<file path="src/rtl/scan_ctrl_pkg.sv">
// Shared types and constants for the scan controller: FSM states,
// shift-register mode select, LFSR/MISR tap masks and the default seed.
package scan_ctrl_pkg;

    typedef enum logic [2:0] {
        IDLE,
        SHIFT,
        CAPTURE,
        UNLOAD,
        DONE
    } scan_state_e;

    typedef enum logic {
        MODE_LFSR,
        MODE_MISR
    } lfsr_mode_e;

    // LFSR feedback taps: bits 0,2,3,5 (right-shifting register)
    localparam logic [15:0] LFSR_TAPS    = 16'h002D;
    // MISR feedback taps: bits 15,13,12,10 (left-shifting register)
    localparam logic [15:0] MISR_TAPS    = 16'hB400;
    localparam logic [15:0] DEFAULT_SEED = 16'hACE1;

    // An all-zero LFSR never leaves zero, so a zero seed is replaced.
    function automatic logic [15:0] seed_fix(input logic [15:0] s);
        return (s == 16'h0000) ? 16'h0001 : s;
    endfunction

endpackage

</file>
<file path="src/rtl/scan_lfsr16.sv">
// 16-bit shift register used either as the pattern LFSR or as the
// response-compacting MISR. init_i reloads INIT_VAL (also the reset value);
// step_i advances one step in the selected mode. Only the low OUT_W bits
// are exported so the LFSR instance can expose just its serial bit.
module scan_lfsr16
    import scan_ctrl_pkg::*;
#(
    parameter logic [15:0] INIT_VAL = 16'h0001,
    parameter int          OUT_W    = 16
) (
    input  logic             clk_i,
    input  logic             reset_i,
    input  lfsr_mode_e       mode_i,
    input  logic             init_i,
    input  logic             step_i,
    input  logic             din_i,
    output logic [OUT_W-1:0] q_o
);

    logic [15:0] reg_q, reg_d;
    logic        fb;

    // Next value: reload has priority over stepping
    always_comb begin
        reg_d = reg_q;
        fb    = 1'b0;
        if (init_i) begin
            reg_d = INIT_VAL;
        end else if (step_i) begin
            if (mode_i == MODE_LFSR) begin
                fb    = ^(reg_q & LFSR_TAPS);
                reg_d = {fb, reg_q[15:1]};
            end else begin
                fb    = ^(reg_q & MISR_TAPS);
                reg_d = {reg_q[14:0], fb ^ din_i};
            end
        end
    end

    // Register with synchronous reset to INIT_VAL
    always_ff @(posedge clk_i) begin
        if (reset_i) begin
            reg_q <= INIT_VAL;
        end else begin
            reg_q <= reg_d;
        end
    end

    assign q_o = reg_q[OUT_W-1:0];

endmodule

</file>
<file path="src/rtl/scan_ctrl.sv">
// Scan test sequencer: shifts LFSR patterns into a scan chain, pulses
// capture, compacts the returning data into a MISR and compares the final
// signature with golden.
// Build option: define SCAN_LAUNCH_EN for a 2-cycle (launch-on-capture)
// CAPTURE state; otherwise CAPTURE is a single cycle.
//
//   state   | meaning
//   --------+---------------------------------------------------------
//   IDLE    | waiting for start; signature holds the last result
//   SHIFT   | CHAIN_LEN cycles shifting a pattern in / response out
//   CAPTURE | scan_en low so the chain captures the circuit response
//   UNLOAD  | CHAIN_LEN cycles flushing the last response into the MISR
//   DONE    | one-cycle done pulse with pass valid
module scan_ctrl
    import scan_ctrl_pkg::*;
#(
    parameter int          CHAIN_LEN = 64,
    parameter int          NUM_PAT   = 32,
    parameter logic [15:0] SEED      = DEFAULT_SEED
) (
    input  logic        clk,
    input  logic        reset,
    input  logic        start,
    input  logic [15:0] golden,
    input  logic        scan_out0,
    output logic        scan_en,
    output logic        scan_in0,
    output logic        busy,
    output logic        done,
    output logic [15:0] signature,
    output logic        pass
);

`ifdef SCAN_LAUNCH_EN
    localparam int CAP_CYCLES = 2;
`else
    localparam int CAP_CYCLES = 1;
`endif

    localparam int              SW         = $clog2(CHAIN_LEN + 1);
    localparam int              PW         = $clog2(NUM_PAT + 1);
    localparam logic [15:0]     SEED_EFF   = seed_fix(SEED);
    localparam logic [SW-1:0]   SHIFT_LAST = SW'(CHAIN_LEN - 1);
    localparam logic [SW-1:0]   CAP_LAST   = SW'(CAP_CYCLES - 1);
    localparam logic [PW-1:0]   PAT_FULL   = PW'(NUM_PAT);

    scan_state_e   state_q, state_d;
    logic [SW-1:0] cnt_q, cnt_d;    // cycles left in current SHIFT/CAPTURE/UNLOAD
    logic [PW-1:0] pat_q, pat_d;    // patterns left, including the current one
    logic          lfsr_init, lfsr_step, misr_init, misr_step;
    logic          lfsr_bit;
    logic [15:0]   misr_q;

    scan_lfsr16 #(.INIT_VAL(SEED_EFF), .OUT_W(1)) u_lfsr (
        .clk_i   (clk),
        .reset_i (reset),
        .mode_i  (MODE_LFSR),
        .init_i  (lfsr_init),
        .step_i  (lfsr_step),
        .din_i   (1'b0),
        .q_o     (lfsr_bit)
    );

    scan_lfsr16 #(.INIT_VAL(16'h0000), .OUT_W(16)) u_misr (
        .clk_i   (clk),
        .reset_i (reset),
        .mode_i  (MODE_MISR),
        .init_i  (misr_init),
        .step_i  (misr_step),
        .din_i   (scan_out0),
        .q_o     (misr_q)
    );

    // State and counter registers
    always_ff @(posedge clk) begin
        if (reset) begin
            state_q <= IDLE;
            cnt_q   <= '0;
            pat_q   <= '0;
        end else begin
            state_q <= state_d;
            cnt_q   <= cnt_d;
            pat_q   <= pat_d;
        end
    end

    // Next state, counter updates and Moore outputs
    always_comb begin
        state_d   = state_q;
        cnt_d     = cnt_q;
        pat_d     = pat_q;
        lfsr_init = 1'b0;
        lfsr_step = 1'b0;
        misr_init = 1'b0;
        misr_step = 1'b0;
        scan_en   = 1'b0;
        scan_in0  = 1'b0;
        busy      = 1'b0;
        done      = 1'b0;
        pass      = 1'b0;
        case (state_q)
            IDLE: begin
                if (start) begin
                    state_d   = SHIFT;
                    cnt_d     = SHIFT_LAST;
                    pat_d     = PAT_FULL;
                    lfsr_init = 1'b1;
                    misr_init = 1'b1;
                end
            end
            SHIFT: begin
                busy      = 1'b1;
                scan_en   = 1'b1;
                scan_in0  = lfsr_bit;
                lfsr_step = 1'b1;
                // the chain holds no response yet while loading pattern 1
                misr_step = (pat_q != PAT_FULL);
                if (cnt_q == '0) begin
                    state_d = CAPTURE;
                    cnt_d   = CAP_LAST;
                end else begin
                    cnt_d = cnt_q - SW'(1);
                end
            end
            CAPTURE: begin
                busy = 1'b1;
                if (cnt_q == '0) begin
                    pat_d   = pat_q - PW'(1);
                    cnt_d   = SHIFT_LAST;
                    state_d = (pat_q == PW'(1)) ? UNLOAD : SHIFT;
                end else begin
                    cnt_d = cnt_q - SW'(1);
                end
            end
            UNLOAD: begin
                busy      = 1'b1;
                scan_en   = 1'b1;
                misr_step = 1'b1;
                if (cnt_q == '0) begin
                    state_d = DONE;
                end else begin
                    cnt_d = cnt_q - SW'(1);
                end
            end
            DONE: begin
                done    = 1'b1;
                pass    = (misr_q == golden);
                state_d = IDLE;
            end
            default: begin
                state_d = IDLE;
            end
        endcase
    end

    assign signature = misr_q;

endmodule

</file>
<file path="config.mk">
export PLATFORM = sky130hd
export DESIGN_NAME = scan_ctrl
export DESIGN_NICKNAME = d
export VERILOG_FILES = /design/src/rtl/scan_ctrl_pkg.sv /design/src/rtl/scan_lfsr16.sv /design/src/rtl/scan_ctrl.sv
export SDC_FILE = /design/constraint.sdc
export NUM_CORES = 1
export LEC_CHECK = 0
export ABC_CLOCK_PERIOD_IN_PS = 3600
export CAP_MARGIN = 20
export CORE_MARGIN = 10
export CORE_UTILIZATION = 57
export DETAILED_ROUTE_END_ITERATION = 16
export PLACE_DENSITY = 0.85
export SYNTH_ARGS = -nofsm -noshare
export SYNTH_HDL_FRONTEND = slang
export SYNTH_SLANG_ARGS = --single-unit
</file>
<file path="constraint.sdc">
create_clock -name clk -period 3.6 [get_ports clk]
set_input_delay 0.72 -clock clk [delete_from_list [all_inputs] [get_ports clk]]
set_output_delay 0.72 -clock clk [all_outputs]
set_load 0.1 [all_outputs]
</file>
==> results of run 1 <==
metal layers:
layer | up-vias | share of wire [%] | track usage [%]
met4 | 0 | 1.2 | 5.39
li1 | 1022 | - | -
met2 | 44 | 51 | 25.9
met1 | 945 | 43 | 18.8
met5 | - | 0 | 0
met3 | 7 | 4.8 | 4.25
cell type report:
type / instances / area [um2]
Clock inverter: 1 / 30.0
Inverter: 9 / 33.8
Tap cell: 50 / 62.6
Sequential cell: 48 / 961
Timing Repair Buffer: 43 / 423
Fill cell: 320 / 1090
Multi-Input combinational cell: 202 / 1330
Clock buffer: 7 / 96.3
flip-flops by register name (all words and copies together), names as in the netlist:
register / flops
u_lfsr.reg_q: 16
cnt_q: 7
pat_q: 6
u_misr.q_o: 16
state_q: 3
cells by family (layout without fill, tap and decap cells):
family | after synthesis | count (layout)
compound gates | 48 | 48
xor+xnor | 23 | 23
fa+ha+maj | 4 | 4
buf+inv | 21 | 60
flops | 48 | 48
mux | 15 | 15
simple gates | 112 | 112
tightest hold or removal path: stages, from the launching register on:
cell     delay (ns)
dfxtp_1        0.32
nand2_1        0.05
a21oi_1        0.05
per-stage QoR:
step                      cell area (um2)  util [%]  instances  hold WS [ns]  total power [mW]
after global routing                 2940      72.9        360         0.469              1.35
after detailed placement             2810      69.7        352         0.443             0.872
after CTS                            2940      72.9        360         0.456              1.29
after global placement               2810      69.7        352         0.438             0.867
after floorplan                      2400         -        271         0.431             0.810
final                                2940      72.9        360         0.452              1.29
final timing paths:
path	to	slack, ns	cells after the start
worst max-delay path	pass	0.53	6
worst max register to register	pat_q[1]	1.44	6
worst min-delay path	u_lfsr.reg_q[14]	0.45	2
worst min register to register	u_lfsr.reg_q[14]	0.45	2
power breakdown:
group	internal [mW]	switching [mW]	leakage [nW]	total, mW
sequential	0.560	0.0332	0.391	0.593
combinational	0.110	0.162	0.741	0.271
clock	0.245	0.177	0.0645	0.422
synthesized netlist by cell type (3+ instances only):
cell | count | area [um2]
buf_4 | 3 | 22.5
inv_1 | 8 | 30.0
a211oi_1 | 3 | 22.5
o31ai_1 | 3 | 22.5
nor3_1 | 4 | 20.0
nand2_1 | 40 | 150
or4_1 | 3 | 22.5
xnor2_1 | 13 | 114
ha_1 | 4 | 50.1
nor2_1 | 26 | 97.6
mux2i_1 | 15 | 150
o21ai_0 | 8 | 40.0
dfxtp_1 | 48 | 961
nand3_1 | 14 | 70.1
a21oi_1 | 17 | 85.1
buf_2 | 5 | 25.0
xor2_1 | 10 | 87.6
nor4_1 | 3 | 18.8
==> flow_summary.toml, run 1 <==
[clocking]
clk_transition_reported_paths_ns = 0.08
cts_sinks = 48
numCtsBuffers = 5
insertion_delay_ns = 0.30
cts_hold_buf = 0
cts-root-buf = "clkbuf_8"
cts_setup_buffers = 0
post_cts_resized = 0
clockBufferDepth = 2
cts_max_level = 2
cts_tree = "done"

[global_routing]
grt_antenna_before_repair = 0
grt_max_degree = 18
grt_overflow_total = 0
grt_usage_pct = 15.6
grt_pass1_vias = 1878
grt_pass1_wl_mm = 9.37

[timing]
clock.fmax_mhz = 325
min_period_ns = 3.07
setup_viol = 0
drv_slew = 0
tightest_slew_ns = 1.04
tns_ns = 0
setup_ws_ns = 0.527
grt_setup_unrepaired = "no"
finalClockSkew_ns = 0.00724
fin_crit_sh_pct = 85.4
finalHoldViolations = 0
slew_headroom_pct = 30.8

[die]
die_h_um = 84.7
die_area_um2 = 7180
rows = 23
start_util_pct = 59.3
die_x_um = 84.7
core_um2 = 4030
ios = 41

[worst_setup_path]
cp.arrival_ns = 2.35
cp_top_family = "simple AND/OR/NAND/NOR gates"
cp_max_fo = 1
r2r_start = "cnt_q[0]"
cpPeakStageDelay_ns = 0.42
crit_slowest_cell = "clkdlybuf4s50_1"
cp-end-kind = "output pin"
cp.required_ns = 2.88
path_buf_inv = 2
crit_type = "primary input to output pin"
worstPathCellList = "clkdlybuf4s50_1 -> xor2_1 -> nor4_1 -> nand4_1 -> nor4_4 -> buf_12"
cp-start-kind = "primary input"
crit_start = "golden[13]"

[placement]
dpl.hpwl_mm = 3.93
gp_congestion = 0.859
portBuffers = 40
pre_cts_slack_ns = 0.540

[cells_and_area]
mostFrequentLayoutCell = "dfxtp_1"
drive_above_1_share_pct = 9.03
final_cell_mix = "48 x dfxtp_1, 40 x nand2_1, 35 x clkdlybuf4s50_1"
nNetsFinal = 333
syn_to_final_growth_pct = 22.9
diodes = 0

[hold_path]
hold_class = "flip-flop to flip-flop"
hp-start = "u_lfsr.reg_q[15]"

[logic_synthesis]
syn_inst = 271
avgSynthCellArea_um2 = 8.81
synth-seq-cells = 48
synth_compound_area_share_pct = 13.4
synth_edf_count = 0
synth.distinct_cells = 52
synth_top_family_by_area = "simple AND/OR/NAND/NOR gates"
synthesis.nets = 295
syn_area_um2 = 2390
yosys.area_share.simple_pct = 24.5
synth_xor_area_share_pct = 8.43
async_flop_share_pct = 0
yosys_warnings = 0
synthMuxAreaShare_pct = 6.29
ys.flop_type = "dfxtp_1"
synthAdderAreaFrac_pct = 2.10
synth_seq_area_share_pct = 40.2

[drt]
drtIter0Drc = 138
drc = 0
wl_per_cell_um = 15.2
num_vias = 2018
drtPass1Iterations = 4
avgViaCountPerCell = 5.61
postRouteWirelength_mm = 5.47
ant_nets = 0

[power]
p_leak_nw = 1.20
p_per_area_nw_per_um2 = 438
irDropWorstVdd_uv = 312

[outcome]
status = "finished, final reports clean"

[job]
cap_violations = 0
(Power assumes the default switching activity.)
==> run 2: changes to the inputs <==
CORE_MARGIN = 1.5   (was 10)
TNS_END_PERCENT = 10   (was default)
==> flow_summary.toml, run 2 (synthesis results as in run 1) <==
[clocking]
clockBufferDepth = 2
cts_sinks = 48
insertion_delay_ns = 0.31
numCtsBuffers = 5
clk_transition_reported_paths_ns = 0.10
cts_max_level = 2
cts_hold_buf = 0
post_cts_resized = 0
cts-root-buf = "clkbuf_8"
cts_setup_buffers = 0
cts_tree = "done"

[global_routing]
grt_usage_pct = 23.8
grt_overflow_total = 0
grt_pass1_vias = 1724
grt_max_degree = 18
grt_antenna_before_repair = 0
grt_pass1_wl_mm = 8.18

[timing]
drv_slew = 0
tightest_slew_ns = 1.02
finalClockSkew_ns = 0.0100
fin_crit_sh_pct = 85.2
min_period_ns = 3.07
slew_headroom_pct = 31.9
grt_setup_unrepaired = "no"
setup_viol = 0
tns_ns = 0
fin_hold_ws_ns = 0.461
finalHoldViolations = 0
clock.fmax_mhz = 326

[cells_and_area]
fillCellCount = 320
nNetsFinal = 333
drive_above_1_share_pct = 9.03
final_cell_mix = "48 x dfxtp_1, 40 x nand2_1, 35 x clkdlybuf4s50_1"
mostFrequentLayoutCell = "dfxtp_1"
final_area_um2 = 2930
multiInputGateArea_um2 = 1330
regArea_um2 = 961
syn_to_final_growth_pct = 22.5
diodes = 0

[power]
p_comb_share_pct = 21.3
p_seq_share_pct = 47.1
p_leak_nw = 1.19
pwr-share-clk_pct = 31.6
p_int_mw = 0.879
p_per_area_nw_per_um2 = 431
p_sw_mw = 0.381
irDropWorstVdd_uv = 340
p_sw_share_pct = 30.2

[die]
die_area_um2 = 4590
rows = 23
die_x_um = 67.7
die_h_um = 67.7
start_util_pct = 59.7
core_um2 = 4000
ios = 41

[placement]
portBuffers = 40
placed_area_um2 = 2810
dpl.hpwl_mm = 3.69
gp_congestion = 0.887

[worst_setup_path]
cp_max_fo = 1
cp-start-kind = "primary input"
cp-end-kind = "output pin"
cp.required_ns = 2.88
crit_type = "primary input to output pin"
cp.arrival_ns = 2.35

[drt]
drtPass1Iterations = 4
postRouteWirelength_mm = 5.00
num_vias = 2004
drtIter0Drc = 143
wl_per_cell_um = 13.9
avgViaCountPerCell = 5.57
ant_nets = 0
drc = 0

[job]
cap_violations = 0

[hold_path]
hold_class = "flip-flop to flip-flop"

[outcome]
status = "finished, final reports clean"
run 2: cell types whose count changed in the layout (fill, tap and decap cells not counted), sizes merged:
| cell | delta |
|---|---|
| clkinv | +2 |
| clkbuf | -2 |
run 2: layer usage:
layer	part of all wire, %	vias up	track usage [%]
met1	45	942	31.1
met5	0	-	0
met2	51	38	37.7
li1	-	1020	-
met4	0.68	0	8.16
met3	3.6	4	6.33
run 2: power groups by stage:
stage / Sequential [mW] / Combinational, mW / Clock, mW
global route: 0.600 / 0.293 / 0.435
finish: 0.593 / 0.268 / 0.398
CTS: 0.593 / 0.269 / 0.407
floorplan: 0.598 / 0.212 / 0
global placement: 0.603 / 0.263 / 0
detailed placement: 0.605 / 0.268 / 0
run 2: cell type report:
cell class / count / share of cell area [%]
repair buffers: 43 / 14.5
clock inverters: 3 / 1.63
inverters: 9 / 1.15
clock buffers: 5 / 2.35
multi-input cells: 202 / 45.4
well taps: 50 / 2.14
flip-flops and latches: 48 / 32.8
run 2: stage by stage:
stage | setup slack [ns] | instances | util, % | power (mW)
after floorplan | 0.145 | 271 | - | 0.810
after detailed placement | 0.541 | 352 | 70.2 | 0.873
after global routing | 0.462 | 360 | 73.1 | 1.33
final | 0.534 | 360 | 73.1 | 1.26
after CTS | 0.528 | 360 | 73.1 | 1.27
after global placement | 0.553 | 352 | 70.2 | 0.867
run 2: worst paths after layout:
path                                 startpoint              end  slack (ns)  cells past startpoint
worst max-delay path                 golden[13]             pass        0.53                      6
worst min-delay path            u_lfsr.reg_q[1]  u_lfsr.reg_q[1]        0.46                      2
worst max register to register         cnt_q[0]         pat_q[1]        1.45                      6
worst min register to register  u_lfsr.reg_q[1]  u_lfsr.reg_q[1]        0.46                      2
run 2: worst max-delay path, stage by stage:
cell	delay, ns
clkdlybuf4s50_1	0.41
xor2_1	0.16
nor4_1	0.30
nand4_1	0.18
nor4_4	0.36
buf_12	0.21
==> run 3: changes to the inputs <==
CORE_MARGIN = 10   (was 1.5)
==> results of run 3 <==
Final layout, timing and power as in run 1 (identical DEF).
